`src/rtl/rvj1_wb_sram_bridge_pkg.sv`:
```
// Shared definitions for the Wishbone-to-SRAM bridge: base address,
// SRAM word-address width, FSM state encoding and the address decoder.
package rvj1_wb_sram_bridge_pkg;

  // Wishbone byte address of IRAM word 0; DRAM follows directly after IRAM.
  localparam logic [31:0] RVJ1_IRAM_BASE_ADDR   = 32'h3000_0000;
  // Word-address width of each SRAM macro (512 words of 32 bits).
  localparam int          IRAM_ADDR_WIDTH_WORDS = 9;

  // Bridge FSM states.
  typedef enum logic [1:0] {
    ST_IDLE    = 2'd0,
    ST_WR_ACK  = 2'd1,
    ST_RD_WAIT = 2'd2,
    ST_RD_ACK  = 2'd3
  } state_t;

  // Decoded target of an access.
  typedef enum logic [1:0] {
    RG_NONE = 2'd0,
    RG_IRAM = 2'd1,
    RG_DRAM = 2'd2
  } region_t;

  // IRAM occupies offsets [0, 2^(aw+2)), DRAM the next equally sized window;
  // anything else (including addresses below the base, which wrap) is unmapped.
  function automatic region_t decode_region(input logic [31:0] offset, input int aw);
    region_t rg;
    if ((offset >> (aw + 2)) == 32'd0) begin
      rg = RG_IRAM;
    end else if ((offset >> (aw + 2)) == 32'd1) begin
      rg = RG_DRAM;
    end else begin
      rg = RG_NONE;
    end
    return rg;
  endfunction

endpackage

```
`src/rtl/rvj1_wb_sram_bridge.sv`:
```
// Wishbone classic slave bridging to two single-port SRAM macros (IRAM, DRAM).
// All SRAM control outputs are registered. Each access strobes exactly one
// chip select for one cycle; unmapped accesses walk the same FSM path without
// touching either SRAM and read back zero.
//
// Handshake: a request is accepted only in IDLE when cyc&stb are high and no
// ack is currently being presented; wbs_ack_o is a one-cycle registered pulse,
// sampled by the master two edges (write) or three edges (read) after the
// request edge. Dropping cyc aborts the access with no ack.
module rvj1_wb_sram_bridge
  import rvj1_wb_sram_bridge_pkg::*;
#(
  parameter logic [31:0] BASE_ADDR = RVJ1_IRAM_BASE_ADDR,
  parameter int          AW        = IRAM_ADDR_WIDTH_WORDS
) (
  input  logic          wb_clk_i,
  input  logic          wb_rst_i,
  input  logic          wbs_cyc_i,
  input  logic          wbs_stb_i,
  input  logic          wbs_we_i,
  input  logic [3:0]    wbs_sel_i,
  input  logic [31:0]   wbs_adr_i,
  input  logic [31:0]   wbs_dat_i,
  output logic          wbs_ack_o,
  output logic [31:0]   wbs_dat_o,
  output logic          iram_clk0,
  output logic          iram_csb0,
  output logic          iram_web0,
  output logic [3:0]    iram_wmask0,
  output logic [AW-1:0] iram_addr0,
  output logic [31:0]   iram_din0,
  input  logic [31:0]   iram_dout0,
  output logic          dram_clk0,
  output logic          dram_csb0,
  output logic          dram_web0,
  output logic [3:0]    dram_wmask0,
  output logic [AW-1:0] dram_addr0,
  output logic [31:0]   dram_din0,
  input  logic [31:0]   dram_dout0,
  output state_t        o_dbg_state
);

  logic [31:0]   w_offset;
  logic [AW-1:0] w_word;
  region_t       w_region;
  logic          w_req;

  state_t        r_state,  w_state_nxt;
  region_t       r_region, w_region_nxt;
  logic          r_ack,    w_ack_nxt;
  logic [31:0]   r_dat,    w_dat_nxt;

  logic          r_iram_csb,   w_iram_csb_nxt;
  logic          r_iram_web,   w_iram_web_nxt;
  logic [3:0]    r_iram_wmask, w_iram_wmask_nxt;
  logic [AW-1:0] r_iram_addr,  w_iram_addr_nxt;
  logic [31:0]   r_iram_din,   w_iram_din_nxt;

  logic          r_dram_csb,   w_dram_csb_nxt;
  logic          r_dram_web,   w_dram_web_nxt;
  logic [3:0]    r_dram_wmask, w_dram_wmask_nxt;
  logic [AW-1:0] r_dram_addr,  w_dram_addr_nxt;
  logic [31:0]   r_dram_din,   w_dram_din_nxt;

  // Address decode; byte-lane bits [1:0] are dropped from the word address.
  assign w_offset = wbs_adr_i - BASE_ADDR;
  assign w_word   = w_offset[AW+1:2];
  assign w_region = decode_region(w_offset, AW);
  // The ack guard stops the still-asserted strobe of the finishing cycle
  // from being taken as a new request.
  assign w_req    = wbs_cyc_i && wbs_stb_i && !r_ack;

  // Next-state and next-output logic for the bridge FSM.
  always_comb begin
    w_state_nxt      = r_state;
    w_region_nxt     = r_region;
    w_ack_nxt        = 1'b0;
    w_dat_nxt        = r_dat;
    w_iram_csb_nxt   = r_iram_csb;
    w_iram_web_nxt   = r_iram_web;
    w_iram_wmask_nxt = r_iram_wmask;
    w_iram_addr_nxt  = r_iram_addr;
    w_iram_din_nxt   = r_iram_din;
    w_dram_csb_nxt   = r_dram_csb;
    w_dram_web_nxt   = r_dram_web;
    w_dram_wmask_nxt = r_dram_wmask;
    w_dram_addr_nxt  = r_dram_addr;
    w_dram_din_nxt   = r_dram_din;

    case (r_state)
      ST_IDLE: begin
        if (w_req) begin
          w_region_nxt = w_region;
          w_state_nxt  = wbs_we_i ? ST_WR_ACK : ST_RD_WAIT;
          if (w_region == RG_IRAM) begin
            w_iram_csb_nxt  = 1'b0;
            w_iram_web_nxt  = !wbs_we_i;
            w_iram_addr_nxt = w_word;
            if (wbs_we_i) begin
              w_iram_wmask_nxt = wbs_sel_i;
              w_iram_din_nxt   = wbs_dat_i;
            end
          end else if (w_region == RG_DRAM) begin
            w_dram_csb_nxt  = 1'b0;
            w_dram_web_nxt  = !wbs_we_i;
            w_dram_addr_nxt = w_word;
            if (wbs_we_i) begin
              w_dram_wmask_nxt = wbs_sel_i;
              w_dram_din_nxt   = wbs_dat_i;
            end
          end
        end
      end
      ST_WR_ACK: begin
        // The SRAM captured the write on this edge; release it regardless of cyc.
        w_iram_csb_nxt = 1'b1;
        w_iram_web_nxt = 1'b1;
        w_dram_csb_nxt = 1'b1;
        w_dram_web_nxt = 1'b1;
        w_ack_nxt      = wbs_cyc_i;
        w_state_nxt    = ST_IDLE;
      end
      ST_RD_WAIT: begin
        w_iram_csb_nxt = 1'b1;
        w_dram_csb_nxt = 1'b1;
        w_state_nxt    = wbs_cyc_i ? ST_RD_ACK : ST_IDLE;
      end
      ST_RD_ACK: begin
        w_state_nxt = ST_IDLE;
        if (wbs_cyc_i) begin
          w_ack_nxt = 1'b1;
          case (r_region)
            RG_IRAM: w_dat_nxt = iram_dout0;
            RG_DRAM: w_dat_nxt = dram_dout0;
            default: w_dat_nxt = 32'h0;
          endcase
        end
      end
      default: begin
        w_state_nxt = ST_IDLE;
      end
    endcase
  end

  // State and registered-output update with synchronous reset.
  always_ff @(posedge wb_clk_i) begin
    if (wb_rst_i) begin
      r_state      <= ST_IDLE;
      r_region     <= RG_NONE;
      r_ack        <= 1'b0;
      r_dat        <= 32'h0;
      r_iram_csb   <= 1'b1;
      r_iram_web   <= 1'b1;
      r_iram_wmask <= 4'h0;
      r_iram_addr  <= '0;
      r_iram_din   <= 32'h0;
      r_dram_csb   <= 1'b1;
      r_dram_web   <= 1'b1;
      r_dram_wmask <= 4'h0;
      r_dram_addr  <= '0;
      r_dram_din   <= 32'h0;
    end else begin
      r_state      <= w_state_nxt;
      r_region     <= w_region_nxt;
      r_ack        <= w_ack_nxt;
      r_dat        <= w_dat_nxt;
      r_iram_csb   <= w_iram_csb_nxt;
      r_iram_web   <= w_iram_web_nxt;
      r_iram_wmask <= w_iram_wmask_nxt;
      r_iram_addr  <= w_iram_addr_nxt;
      r_iram_din   <= w_iram_din_nxt;
      r_dram_csb   <= w_dram_csb_nxt;
      r_dram_web   <= w_dram_web_nxt;
      r_dram_wmask <= w_dram_wmask_nxt;
      r_dram_addr  <= w_dram_addr_nxt;
      r_dram_din   <= w_dram_din_nxt;
    end
  end

  assign iram_clk0   = wb_clk_i;
  assign dram_clk0   = wb_clk_i;
  assign iram_csb0   = r_iram_csb;
  assign iram_web0   = r_iram_web;
  assign iram_wmask0 = r_iram_wmask;
  assign iram_addr0  = r_iram_addr;
  assign iram_din0   = r_iram_din;
  assign dram_csb0   = r_dram_csb;
  assign dram_web0   = r_dram_web;
  assign dram_wmask0 = r_dram_wmask;
  assign dram_addr0  = r_dram_addr;
  assign dram_din0   = r_dram_din;
  assign wbs_ack_o   = r_ack;
  assign wbs_dat_o   = r_dat;
  assign o_dbg_state = r_state;

endmodule

```
`config.mk`:
```
export PLATFORM = sky130hd
export DESIGN_NAME = rvj1_wb_sram_bridge
export DESIGN_NICKNAME = d
export VERILOG_FILES = /design/src/rtl/rvj1_wb_sram_bridge_pkg.sv /design/src/rtl/rvj1_wb_sram_bridge.sv
export SDC_FILE = /design/constraint.sdc
export NUM_CORES = 1
export LEC_CHECK = 0
export CORE_ASPECT_RATIO = 1.4
export CORE_MARGIN = 5
export CORE_UTILIZATION = 39
export CTS_BUF_LIST = sky130_fd_sc_hd__clkbuf_16
export DETAILED_ROUTE_END_ITERATION = 6
export DONT_BUFFER_PORTS = 1
export GPL_TIMING_DRIVEN = 0
export SLEW_MARGIN = 10
export SYNTH_ARGS = -nofsm -noshare
export SYNTH_HDL_FRONTEND = slang
export SYNTH_SLANG_ARGS = --single-unit
```
`constraint.sdc`:
```
create_clock -name wb_clk_i -period 2.16 [get_ports wb_clk_i]
set_input_delay 0.216 -clock wb_clk_i [delete_from_list [all_inputs] [get_ports wb_clk_i]]
set_output_delay 0.216 -clock wb_clk_i [all_outputs]
set_load 0.005 [all_outputs]
```
## After elaboration in Yosys (flattened, before gate mapping)

Index checks and enable logic that the tools add are counted.
Widths: inputs -> output; s select.

| operators by class | value |
|---|---|
| muxes and demuxes | 23 |
| bitwise operators | 1 |
| add/subtract/negate cells | 1 |
| equality and inequality tests | 12 |
| reductions and logical operators | 20 |

Operator list:

| kind | count |
|---|---|
| $pmux 32 s2 | 1 |
| $logic_not 32->1 | 1 |
| $sub 32x30->32 const B | 1 |
| $eq 21x1->1 const B | 1 |
| $reduce_and 4->1 | 4 |
| $mux 1 | 11 |
| $mux 2 | 5 |
| $pmux 1 s2 | 5 |
| $reduce_and 3->1 | 3 |
| $eq 2x2->1 const B | 4 |
| $ne 2x2->1 const B | 4 |
| $eq 2x1->1 const B | 3 |
| $pmux 2 s3 | 1 |
| $reduce_and 5->1 | 1 |
| $reduce_and 2->1 | 2 |
| $reduce_bool 2->1 | 2 |
| $reduce_or 2->1 | 2 |
| $logic_and 1x1->1 | 2 |
| $logic_not 1->1 | 2 |
| $logic_not 2->1 | 1 |
| $not 1->1 | 1 |

| storage, ports and cells | value |
|---|---|
| register bits | 131 |
| output and inout bits | 131 |
| logic and storage cells | 71 |

## Depth between registers and ports, before layout

| logic depth | value |
|---|---|
| word-level depth | 9 |
| depth in mapped cells | 8 |
| depth with buffers taken out | 6 |

==> metrics.csv <==
metric,value,unit
Max Fclk,0.471,GHz
Chip Width,112,um
Rows,52,
WL per Instance,20.0,um
grt met2 use,36.5,%
synthesized area,5670,um^2
"worst slack, placed",-0.460,ns
Comb pwr share,8.4,%
worst hold start,wbs_adr_i[17],
Ant. Diodes,0,
Synth Instances,558,
drt total wl,18.1,mm
area delta synth->final,41.7,%
Syn Area/Cell,10.2,um^2
Lkg Pwr,3.33,nW
endpoints failing setup,0,
P_int,5.17,mW
WS Path Type,reg2reg,
largest net degree at the start of global routing,17,
initial DRC count,187,
total track usage,21.0,%
unrepaired setup endpoints after global routing,yes,
number of max-cap violations,0,
Die ar.,17100,um^2
Mapped Nets,703,
share of cells above drive strength 1,10.4,%
DR vias/cell,5.23,
Hold Crit Class,in2reg,
slew margin rel.,65.8,%
area of placed instances,5900,um^2
"Data arrival, critical path",2.53,ns
post-DP HPWL,12.5,mm
largest cells by area after synthesis,"dfxtp_1 (46%), mux2i_1 (16%), nand2b_1 (15%), a22o_1 (5.1%), a22oi_1 (4.4%)",
grt total ovfl,0,
cell total after placement,747,
Worst setup EP type,flip-flop,
Port Buffers,0,
P_sw,1.53,mW
Hold Slack,0.0204,ns
DR DRC count,0,
core area,14400,um^2
"FF+latch count, synth",131,
Initial Util,39.4,%
global placement routability congestion,0.790,
sw frac,22.8,%
"CTS clk-pin slew, worst paths",0.06,ns
share of power burned in registers,37.0,%
CP Launch Point,o_dbg_state[0]$_SDFFE_PP0N_,
final worst slack,0.0363,ns
outcome,finished clean,
post-synthesis sequential area ratio,46.3,%
fin crit share,98.3,%
Final min period,2.12,ns
nets,850,
first-pass GRT wire length,28.3,mm
met1 usage,20.4,%
CP Max Fanout,5,
Slew @ Worst Pin,0.513,ns
Pwr per Cell Area,835,nW/um^2
Most Crowded Layer GR,met2,
maximum vdd drop,0.422,mV
Clock Skew,0.0127,ns
DR pass1 iterations,4,
boundary pin count,268,
"Design Area, Final",8030,um^2
met3 GRT Util,10.1,%
Critical R2R Launch,o_dbg_state[0]$_SDFFE_PP0N_,
post-synth top area cell,dfxtp_1,
Clock Latency Late Sink,0.53,ns
Setup crit start kind,flip-flop,
post-route ant nets,0,
TritonCTS clock tree,built,
setup TNS,0,ns
Finished Layout Cells,907,
pins over their slew limit,0,
count of cell types in the netlist,35,
top-area cell type share of the netlist area,46.3,%
clock network fraction of total power,54.6,%
Final Hold Fails,0,
vias in the first global route,5164,
Ys Warns,0,
required time of the critical path,2.57,ns
Die Ht,153,um
initial antenna violation count,0,
detailed-route via count,4748,
-- worst paths after layout --
path | end | slack [ns] | cells after the start
worst min-delay path | r_region[1]$_SDFFE_PP0P_ | 0.02 | 3
worst max register to register | iram_csb0$_SDFFE_PP1P_ | 0.04 | 6
worst max-delay path | iram_csb0$_SDFFE_PP1P_ | 0.04 | 6
worst min register to register | r_region[0]$_SDFFE_PP0P_ | 0.49 | 2
-- metrics by stage --
step                utilization, %  total power, mW
finish                        55.8             6.70
global placement              41.1             2.91
floorplan                        -             2.84
global route                  55.8             6.95
CTS                           55.3             6.74
detailed placement            41.1             2.92
-- cell usage after synthesis (all sizes together) --
cell type / n
a41o: 1
a22oi: 33
dfxtp: 131
a21o: 1
nor4: 4
nand4b: 1
and2: 1
or4: 4
clkbuf: 30
nand2b: 136
buf: 13
nand2: 6
xor2: 1
o41ai: 1
a221o: 2
a21oi: 2
inv: 5
nand3b: 1
and4: 1
a211oi: 2
ha: 8
a22o: 33
nor4b: 1
nand3: 1
o21ai: 1
mux2i: 92
nor2b: 2
and3: 1
nor2: 39
nor3b: 2
nand4: 2
-- layout make-up --
type | instances | area [um^2]
buffer | 43 | 248
clock buffer | 21 | 526
clock inverter | 15 | 226
fill | 1224 | 6350
inverter | 5 | 23.8
multi-input combinational | 379 | 2870
sequential | 131 | 2630
tap | 189 | 236
timing repair buffer | 124 | 1270
-- routing by layer --
| metal | part of all wire [%] | vias up | wire (um) |
|---|---|---|---|
| li1 | - | 2238 | - |
| met1 | 35 | 2239 | 6280 |
| met2 | 51 | 226 | 9300 |
| met3 | 11 | 45 | 1930 |
| met4 | 3.4 | 0 | 624 |
| met5 | 0 | - | 0 |
-- kinds of logic after synthesis --
logic type	after synthesis	synth area share (%)
DFF	131	46.3
AOI/OAI and AO/OA	76	10.8
muxes	92	16.3
xor gates and xnor gates	1	0.155
and+or+nand+nor	202	20.8
buffers and inverters	48	3.95
adders and majority gates	8	1.77
-- repair_timing --
item,CTS,global route
gates cloned,1,1
hold endpoints to repair,130,0
gates resized for setup,16,29
pin swaps,2,0
endpoints found under the setup margin,88,91
hold buffers,113,0
buffers inserted,8,1
-- worst max-delay path, stage by stage, from the launching register on --
cell and delay, ns:
dfxtp_4 0.37, inv_4 0.07, ha_4 0.14, nand4b_1 0.14, or4_4 0.48, or4_4 0.44
a221o_1 0.36
-- sequential cells by signal, indices dropped and copies added (netlist names), 2 cells and up --
register,count
iram_addr0,9
r_region,2
dram_din0,32
iram_din0,32
dram_addr0,9
iram_wmask0,4
o_dbg_state,2
wbs_dat_o,32
dram_wmask0,4
-- power by group through the flow --
stage / clock, mW / sequential [mW] / combinational, mW
after floorplan: 0.0600 / 2.51 / 0.269
after global placement: 0.0600 / 2.52 / 0.335
after detailed placement: 0.0600 / 2.52 / 0.343
after CTS: 3.73 / 2.47 / 0.531
after global routing: 3.85 / 2.49 / 0.614
final: 3.66 / 2.48 / 0.562
-- cell usage in the layout (no fill, tap or decap), types with 2 or more instances in the layout --
cell type	Yosys	routed
or4_4	3	3
nand2b_1	136	136
nand4_1	2	2
dfxtp_4	0	2
a211oi_1	2	2
a21oi_1	2	2
nor3b_1	2	2
inv_6	0	5
mux2i_1	92	91
nand2_1	6	6
dlygate4sd3_1	0	113
a221o_1	2	2
clkinv_4	0	2
ha_1	8	7
buf_4	4	11
a22o_1	33	33
bufinv_16	0	5
nor4_1	4	2
nor2_1	39	39
nor2b_1	2	2
a22oi_1	33	33
clkbuf_1	30	23
buf_2	5	8
inv_4	0	2
inv_1	5	4
nor4_4	0	2
clkbuf_16	0	22
dfxtp_1	131	129
clkbuf_4	0	3
buf_12	0	4
(Power assumes the default switching activity.)
